===== src/rtl/uart_cmd_parser.sv =====
// uart_cmd_parser: assembles "$ <cmd> <hex...> +" byte streams from the UART
// receiver into a held command request, echoing every accepted byte.
module uart_cmd_parser (
  input  logic        clk,
  input  logic        reset,
  input  logic [7:0]  rx_rch,
  input  logic        rx_rcv,
  input  logic        cmd_ack,
  output logic        cmd_req,
  output logic [7:0]  cmd,
  output logic [63:0] data,
  output logic [4:0]  ndigits,
  output logic [7:0]  echo_ch,
  output logic        echo_stb,
  output logic [2:0]  err
);

  typedef enum logic [1:0] {
    S_CMD  = 2'd0,
    S_DATA = 2'd1,
    S_PEND = 2'd2
  } state_t;

  localparam logic [7:0] CH_DOLLAR = 8'h24;
  localparam logic [7:0] CH_PLUS   = 8'h2B;

  // err bit positions: {overrun, bad_digit, nocmd}
  localparam int ERR_NOCMD   = 0;
  localparam int ERR_BADDIG  = 1;
  localparam int ERR_OVERRUN = 2;

  state_t      state_q, state_d;
  logic        rx_rcv_old_q;
  logic        cmd_req_q, cmd_req_d;
  logic [7:0]  cmd_q, cmd_d;
  logic [63:0] data_q, data_d;
  logic [4:0]  ndigits_q, ndigits_d;
  logic [7:0]  echo_ch_q, echo_ch_d;
  logic        echo_stb_q, echo_stb_d;
  logic [2:0]  err_q, err_d;

  logic        new_byte;
  logic [3:0]  nib;
  logic        nib_ok;

  // A byte is present whenever the toggle differs from its last sampled value.
  assign new_byte = (rx_rcv != rx_rcv_old_q);

  // Hex digit decode; anything that is not a hex digit maps to zero.
  always_comb begin
    nib    = 4'd0;
    nib_ok = 1'b0;
    if (rx_rch >= 8'h30 && rx_rch <= 8'h39) begin
      nib    = rx_rch[3:0];
      nib_ok = 1'b1;
    end else if ((rx_rch >= 8'h61 && rx_rch <= 8'h66) ||
                 (rx_rch >= 8'h41 && rx_rch <= 8'h46)) begin
      nib    = 4'(rx_rch[3:0] + 4'd9);
      nib_ok = 1'b1;
    end
  end

  // Next-state and next-output logic for the parser.
  always_comb begin
    state_d    = state_q;
    cmd_req_d  = cmd_req_q;
    cmd_d      = cmd_q;
    data_d     = data_q;
    ndigits_d  = ndigits_q;
    echo_ch_d  = echo_ch_q;
    echo_stb_d = 1'b0;
    err_d      = err_q;

    case (state_q)
      S_CMD: begin
        if (new_byte) begin
          echo_stb_d = 1'b1;
          echo_ch_d  = rx_rch;
          if (rx_rch == CH_DOLLAR) begin
            cmd_d     = 8'd0;
            data_d    = 64'd0;
            ndigits_d = 5'd0;
            err_d     = 3'd0;
          end else if (rx_rch == CH_PLUS) begin
            err_d[ERR_NOCMD] = 1'b1;
          end else begin
            cmd_d     = rx_rch;
            data_d    = 64'd0;
            ndigits_d = 5'd0;
            state_d   = S_DATA;
          end
        end
      end

      S_DATA: begin
        if (new_byte) begin
          echo_stb_d = 1'b1;
          echo_ch_d  = rx_rch;
          if (rx_rch == CH_DOLLAR) begin
            cmd_d     = 8'd0;
            data_d    = 64'd0;
            ndigits_d = 5'd0;
            err_d     = 3'd0;
            state_d   = S_CMD;
          end else if (rx_rch == CH_PLUS) begin
            cmd_req_d = 1'b1;
            state_d   = S_PEND;
          end else begin
            // Oldest nibble falls off the top once 16 digits are held.
            data_d = {data_q[59:0], nib};
            if (ndigits_q < 5'd16) begin
              ndigits_d = ndigits_q + 5'd1;
            end
            if (!nib_ok) begin
              err_d[ERR_BADDIG] = 1'b1;
            end
          end
        end
      end

      S_PEND: begin
        // Bytes arriving while a command is pending are lost, never echoed.
        if (new_byte) begin
          err_d[ERR_OVERRUN] = 1'b1;
        end
        if (cmd_ack) begin
          cmd_req_d = 1'b0;
          state_d   = S_CMD;
        end
      end

      default: begin
        state_d   = S_CMD;
        cmd_req_d = 1'b0;
      end
    endcase
  end

  // State and registered outputs; the toggle history follows rx_rcv even in reset.
  always_ff @(posedge clk) begin
    rx_rcv_old_q <= rx_rcv;
    if (reset) begin
      state_q    <= S_CMD;
      cmd_req_q  <= 1'b0;
      cmd_q      <= 8'd0;
      data_q     <= 64'd0;
      ndigits_q  <= 5'd0;
      echo_ch_q  <= 8'd0;
      echo_stb_q <= 1'b0;
      err_q      <= 3'd0;
    end else begin
      state_q    <= state_d;
      cmd_req_q  <= cmd_req_d;
      cmd_q      <= cmd_d;
      data_q     <= data_d;
      ndigits_q  <= ndigits_d;
      echo_ch_q  <= echo_ch_d;
      echo_stb_q <= echo_stb_d;
      err_q      <= err_d;
    end
  end

  assign cmd_req  = cmd_req_q;
  assign cmd      = cmd_q;
  assign data     = data_q;
  assign ndigits  = ndigits_q;
  assign echo_ch  = echo_ch_q;
  assign echo_stb = echo_stb_q;
  assign err      = err_q;

endmodule


===== config.mk =====
export PLATFORM = sky130hd
export DESIGN_NAME = uart_cmd_parser
export DESIGN_NICKNAME = d
export VERILOG_FILES = /design/src/rtl/uart_cmd_parser.sv
export SDC_FILE = /design/constraint.sdc
export NUM_CORES = 1
export LEC_CHECK = 0
export ABC_AREA = 1
export BUFFER_PORTS_ARGS = -buffer_cell sky130_fd_sc_hd__buf_4
export CAP_MARGIN = 20
export CORE_MARGIN = 4
export CORE_UTILIZATION = 55
export DETAILED_ROUTE_END_ITERATION = 16
export PLACE_DENSITY = 0.81
export SLEW_MARGIN = 5
export SYNTH_ARGS = -nofsm -noshare
export SYNTH_HDL_FRONTEND = slang
export SYNTH_SLANG_ARGS = --single-unit

===== constraint.sdc =====
create_clock -name clk -period 2 [get_ports clk]
set_input_delay 0.2 -clock clk [delete_from_list [all_inputs] [get_ports clk]]
set_output_delay 0.2 -clock clk [all_outputs]
set_load 0.005 [all_outputs]

==> qor.yml, run 1 <==
hold_violations: 0
synth-edff-count: 0
synth_area_leaders: "dfxtp_1 (51%), a22oi_1 (12%), nor2_1 (8.5%)"
drt_iter0_drc: 273
ant_nets: 0
grt_first_pass_wirelength_um: 15760
vias: 3431
vdd_drop_max_uv: 579.3
power_frac_seq_pct: 52.6
dr.pass1.iters: 6
crit_path_end: "data[29]$_SDFFE_PP0P_"
die_h_um: 89.84
pwr-share-clk_pct: 36.3
m1WireLength_um: 4358
synthFlopType: "dfxtp_1"
yosys_register_bits: 93
grt_antenna_before_repair: 0
dr_wl_met3_um: 651
met2_length_um: 4111
max_freq_ghz: 0.5356
worstPathMaxFanout: 62
dieWidth_um: 89.84
core-area_um2: 6422
start_kind: "input pin"
syn_nets: 465
fin_crit_sh_pct: 93.35
grt_max_degree: 63
synth_most_common_cell: "dfxtp_1"
path_buf_inv: 3
clockBufferDepth: 2
rsz0062_at_grt: "no"
dieArea_um2: 8070
ff2ff_setup_slack_ns: 0.28
swShare_pct: 27.47
clk_pin_slew_ns: 0.10
p_comb_share_pct: 11.1
synthTopCellsByCount: "dfxtp_1 (93), nor2_1 (83), nand2_1 (73)"
antennaDiodeCount: 0
overflow: 0
ys_types: 26
dp_hpwl_um: 6553
grt_pass1_vias: 3147
start_util_pct: 57.35
fin_tns_setup_ns: 0
critPathCaptureType: "flop"
ys_seq_area_share_pct: 50.54
clkSinkCount: 93
worstMarginPinSlew_ns: 0.4245
wire_per_inst_um: 14.74
yosys_warnings: 0
cp.depth: 10
leakage_nw: 2.110
htree_levels: 3
drv_cap: 0
vias_per_cell: 5.455
period_needed_ns: 1.867
finClkSkew_ns: 0.01014
internal-power_mw: 2.640
cts-root-buf: "clkbuf_8"
numCtsBuffers: 9
syn_area_um2: 3684
outcome: "finished, final reports clean"
drt_wl_total_um: 9270
crit_top_cell: "nand2_1"
max-slew-margin-rel_pct: 71.67
io_pins: 102
drc: 0
grtUsageTotal_pct: 23.36
critPathMaxStageDelay_ns: 0.53
synth_area_per_cell_um2: 8.204
cpMaxStageDelayCell: "dlygate4sd3_1"
routed.top_layer: "met4"
postSynth.asyncResetShare_pct: 0
fin_cells: 629
finalMaxSlewViolations: 0
dp.cells: 610
gp_congestion: 0.8439
arrival_ns: 2.15
cts_tree: "yes"
nNetsFinal: 563
syn_to_final_growth_pct: 27.96
clk_latency_ns: 0.35
yosysTopAreaCell: "dfxtp_1"
powerDensity_nw_per_um2: 772.2
crit_chain: "dlygate4sd3_1 > buf_4 > nand2_1 > nand2_1 > nor2_4 > nand2_8 > nor2_8 > buf_12 > a22oi_1 > nor2_1"
worstPathRequired_ns: 2.28
critical_path_class: "in2reg"
post_route_cells_drive_above_1_share_pct: 25.91
r2r_end: "data[29]$_SDFFE_PP0P_"
critical-path-top-delay-family: "buffers and inverters"
crit_start: "rx_rcv"
synth_top_area_share_pct: 50.54
p_switching_uw: 999.8
io_buffers: 101
r2r_cells: 9
syn_inst: 449
fp-row-count: 29
setup_viol: 0
r2r_start: "rx_rcv_old_q$_DFF_P_"
min_path_type: "in2reg"
==> final cells by class <==
cell class | count | area [µm²]
fill | 497 | 1709
tap | 77 | 96.34
clock buffer | 9 | 123.9
clock inverter | 7 | 86.33
timing repair buffer | 110 | 853.3
multi-input combinational | 296 | 1553
sequential | 93 | 1862
inverter | 37 | 138.9
==> worst min path at each step <==
stage | depth (start not counted) | startpoint | endpoint
finish | 4 | cmd_ack | state_q[1]$_SDFFE_PP0P_
global route | 3 | rx_rch[5] | echo_ch[5]$_SDFFE_PP0P_
CTS | 4 | cmd_ack | state_q[1]$_SDFFE_PP0P_
detailed placement | 1 | rx_rcv | rx_rcv_old_q$_DFF_P_
global placement | 1 | rx_rcv | rx_rcv_old_q$_DFF_P_
floorplan | 0 | rx_rcv | rx_rcv_old_q$_DFF_P_
==> repair_timing <==
item,in CTS,in global routing
gates resized for setup,0,1
hold buffers,1,0
setup endpoints to repair,0,43
setup buffers,0,2
hold endpoints to repair,1,0
==> power by group through the flow <==
stage | clock [mW] | sequential, mW | combinational [mW]
final | 1.32 | 1.92 | 0.404
after detailed placement | 0 | 1.96 | 0.390
after floorplan | 0 | 1.96 | 0.252
after global routing | 1.42 | 1.92 | 0.448
after global placement | 0 | 1.96 | 0.385
after CTS | 1.34 | 1.92 | 0.393
==> layer usage <==
layer  GRT usage, %  up-vias
met3          5.092       14
met2          33.40      135
met1          34.80     1588
li1               -     1694
met4          7.918        0
met5              0        -
==> worst reg2reg max path, stage by stage (launching register included) <==
cell and delay (ns):
dfxtp_1 0.34, inv_1 0.04, nand2_1 0.06, nand2_1 0.11
nor2_4 0.28, nand2_8 0.17, nor2_8 0.13, buf_12 0.26
a22oi_1 0.13, nor2_1 0.12
==> flip-flops by register name, summed over array words and instances (netlist names) <==
name,count
data,64
cmd,8
echo_ch,8
ndigits,5
err,3
state_q,2
cmd_req,1
echo_stb,1
rx_rcv_old_q,1
==> metrics by stage <==
stage | power (mW) | util [%] | setup WS [ns] | hold slack, ns | area (µm²)
floorplan | 2.208 | - | 0.6532 | 0.2277 | 3684
global placement | 2.342 | 69.59 | 0.2247 | 0.3218 | 4469
detailed placement | 2.348 | 69.59 | 0.2279 | 0.3257 | 4469
CTS | 3.651 | 73.02 | 0.07849 | 0.1182 | 4690
global route | 3.792 | 73.39 | 0.01014 | 0.1247 | 4713
finish | 3.640 | 73.39 | 0.1330 | 0.1191 | 4713
==> kinds of logic (layout without fill, tap and decap cells) <==
kind of cell	after synthesis	count (layout)	synth area share (%)
AOI/OAI and AO/OA	95	95	17.15
xor gates and xnor gates	1	1	0.2378
adders and majority gates	4	4	1.359
buffers and inverters	60	163	7.541
DFF	93	93	50.54
and+or+nand+nor	196	196	23.17
==> cell usage in the layout, fill, tap and decap left out, types with 2 or more instances in the layout <==
cell	n
buf_4	107
dfxtp_1	93
nor2_1	83
nand2_1	73
a22oi_1	60
inv_1	31
a21oi_1	28
nand3_1	22
clkbuf_8	9
inv_2	6
o21ai_0	5
nand4_1	4
ha_1	4
nand3_2	3
nor2_2	2
nand2_4	2
inv_6	2
inv_8	2
buf_12	2
Power figures use the tool's default switching activity.
==> run 2: changes to the inputs <==
- MAX_ROUTING_LAYER: default -> met4
- PLACE_DENSITY: 0.81 -> 0.91
- SLEW_MARGIN: 5 -> 30
==> run 2 against run 1 <==
Against the previous run:
- via count grew 2.0%
- maximum frequency up 4.4%
- final area is 0.29% lower
- non-clock buffer count stayed put
- worst setup slack improved by 0.079 ns
- critical path depth is the same
- cell count unchanged
- highest routed layer unchanged
- first-iteration DRC count shrank 6.6%
- clock skew grew 0.0032 ns
- flip-flop and latch count unchanged
- largest cell class unchanged
- global-route usage increased by 0.77 points
==> qor.yml, run 2 (same netlist as run 1, synthesis figures left out) <==
outcome: "finished, final reports clean"
fp-row-count: 29  # unchanged
r2r_start: "rx_rcv_old_q$_DFF_P_"
largest_reg_flops: 64  # unchanged
worstMarginPinSlew_ns: 0.5010  # +0.07658 ns
max_freq_ghz: 0.5594  # +4.4%
dieArea_um2: 8070  # unchanged
grt_pass1_vias: 3330  # +5.8%
ant_nets: 0  # unchanged
drv_cap: 0  # unchanged
leakage_nw: 2.106  # -0.22%
fin_cells: 629  # unchanged
clk_pin_slew_ns: 0.11  # about the same
dp.cells: 612  # +0.33%
arrival_ns: 2.10  # -0.05 ns
core-area_um2: 6422  # unchanged
drt_iter0_drc: 255  # -6.6%
grtUsageTotal_pct: 24.14  # +0.77 points
cts_setup_buffers: 0  # unchanged
utilization_pct: 73.17  # -0.21 points
htree_levels: 3  # unchanged
cts-root-buf: "clkbuf_8"
grt_first_pass_wirelength_um: 15810  # +0.35%
dieWidth_um: 89.84  # unchanged
post_route_cells_drive_above_1_share_pct: 25.91  # unchanged
vias: 3500  # +2.0%
max-slew-margin-rel_pct: 66.60  # -5.1 points
critPathCaptureType: "flop"
numCtsBuffers: 9  # unchanged
postPlaceCellArea_um2: 4497  # +0.62%
syn_to_final_growth_pct: 27.58
start_kind: "input pin"
clockBufferDepth: 2  # unchanged
layout_commonest_cell: "buf_4"
finClkSkew_ns: 0.01333  # +0.003188 ns
drc: 0  # unchanged
min_path_type: "in2reg"
holdWs_ns: 0.1250  # +0.005862 ns
vias_per_cell: 5.564  # +2.0%
antennaDiodeCount: 0  # unchanged
finalMaxSlewViolations: 0  # unchanged
powerDensity_nw_per_um2: 753.2  # -2.5%
gp_congestion: 0.8851  # +4.9%
dr.pass1.iters: 5  # -1
die_h_um: 89.84  # unchanged
nNetsFinal: 563  # unchanged
io_pins: 102  # unchanged
crit_start: "rx_rcv"
dp_hpwl_um: 6704  # +2.3%
drt_wl_total_um: 9587  # +3.4%
io_buffers: 101  # unchanged
grt_antenna_before_repair: 0  # unchanged
vdd_drop_max_uv: 506.4  # -13%
most-common-layout-cells: "buf_4 (106), dfxtp_1 (93), nor2_1 (83), nand2_1 (73), a22oi_1 (60)"
clk_latency_ns: 0.37  # +0.02 ns
overflow: 0  # unchanged
rsz0062_at_grt: "no"
critical_path_class: "in2reg"
fin_crit_sh_pct: 89.38  # -4.0 points
start_util_pct: 57.35  # unchanged
worstPathMaxFanout: 22  # -65%
clkSinkCount: 93  # unchanged
period_needed_ns: 1.788  # -0.07936 ns
grt_max_degree: 63  # unchanged
setup_viol: 0  # unchanged
n_fill_cell: 478  # -3.8%
hold_violations: 0  # unchanged
worstPathRequired_ns: 2.31  # +0.03 ns
cts_tree: "yes"
wire_per_inst_um: 15.24  # +3.4%
min_from: "rx_rch[5]"
fin_tns_setup_ns: 0  # unchanged
fin_area_um2: 4700  # -0.29%
run 2: per-layer routing:
layer	track usage [%]	vias to the layer above	share of wire (%)	wire length, µm
met1	30.24	1640	41	3960
met4	9.834	0	2.0	191
met3	4.508	20	6.7	639
met5	-	-	0	0
met2	38.66	140	50	4795
li1	-	1700	-	-
run 2: stage by stage:
step / power (mW) / setup WS, ns
after global routing: 3.677 / 0.07908
after global placement: 2.346 / 0.2989
after floorplan: 2.208 / 0.6532
after CTS: 3.551 / 0.1997
final: 3.539 / 0.2123
after detailed placement: 2.355 / 0.2155
run 2: cell type report:
type / count / area, µm² / share of cell area [%]
Tap cell: 77 / 96.34 / 2.050
Multi-Input combinational cell: 296 / 1544 / 32.85
Clock buffer: 9 / 123.9 / 2.636
Sequential cell: 93 / 1862 / 39.62
Clock inverter: 7 / 68.82 / 1.464
Timing Repair Buffer: 110 / 865.8 / 18.42
Inverter: 37 / 138.9 / 2.955
run 2: repair_timing:
| item | in CTS | in global routing |
|---|---|---|
| hold endpoints to repair | 1 | 0 |
| gates resized for setup | 0 | 0 |
| hold buffers | 1 | 0 |
run 2: worst paths after layout:
path / depth (start not counted) / slack, ns / to
setup / recovery: 10 / 0.21 / data[44]$_SDFFE_PP0P_
hold reg to reg: 2 / 0.46 / err[0]$_SDFFE_PP0P_
hold / removal: 3 / 0.12 / echo_ch[5]$_SDFFE_PP0P_
setup reg to reg: 9 / 0.37 / data[44]$_SDFFE_PP0P_
run 2: critical path, stage by stage:
cell and delay (ns):
dlygate4sd3_1 0.54, buf_4 0.14, nand2_1 0.07, nand2_1 0.11
nor2_4 0.22, nand2_4 0.12, nor2_8 0.27, buf_12 0.20
a22oi_1 0.10, nor2_1 0.12
run 2: power by group:
group,internal [mW],total (mW),switching (mW)
Sequential,1.89,1.91,0.0260
Clock,0.484,1.22,0.735
Combinational,0.147,0.406,0.259
Total,2.52,3.54,1.02
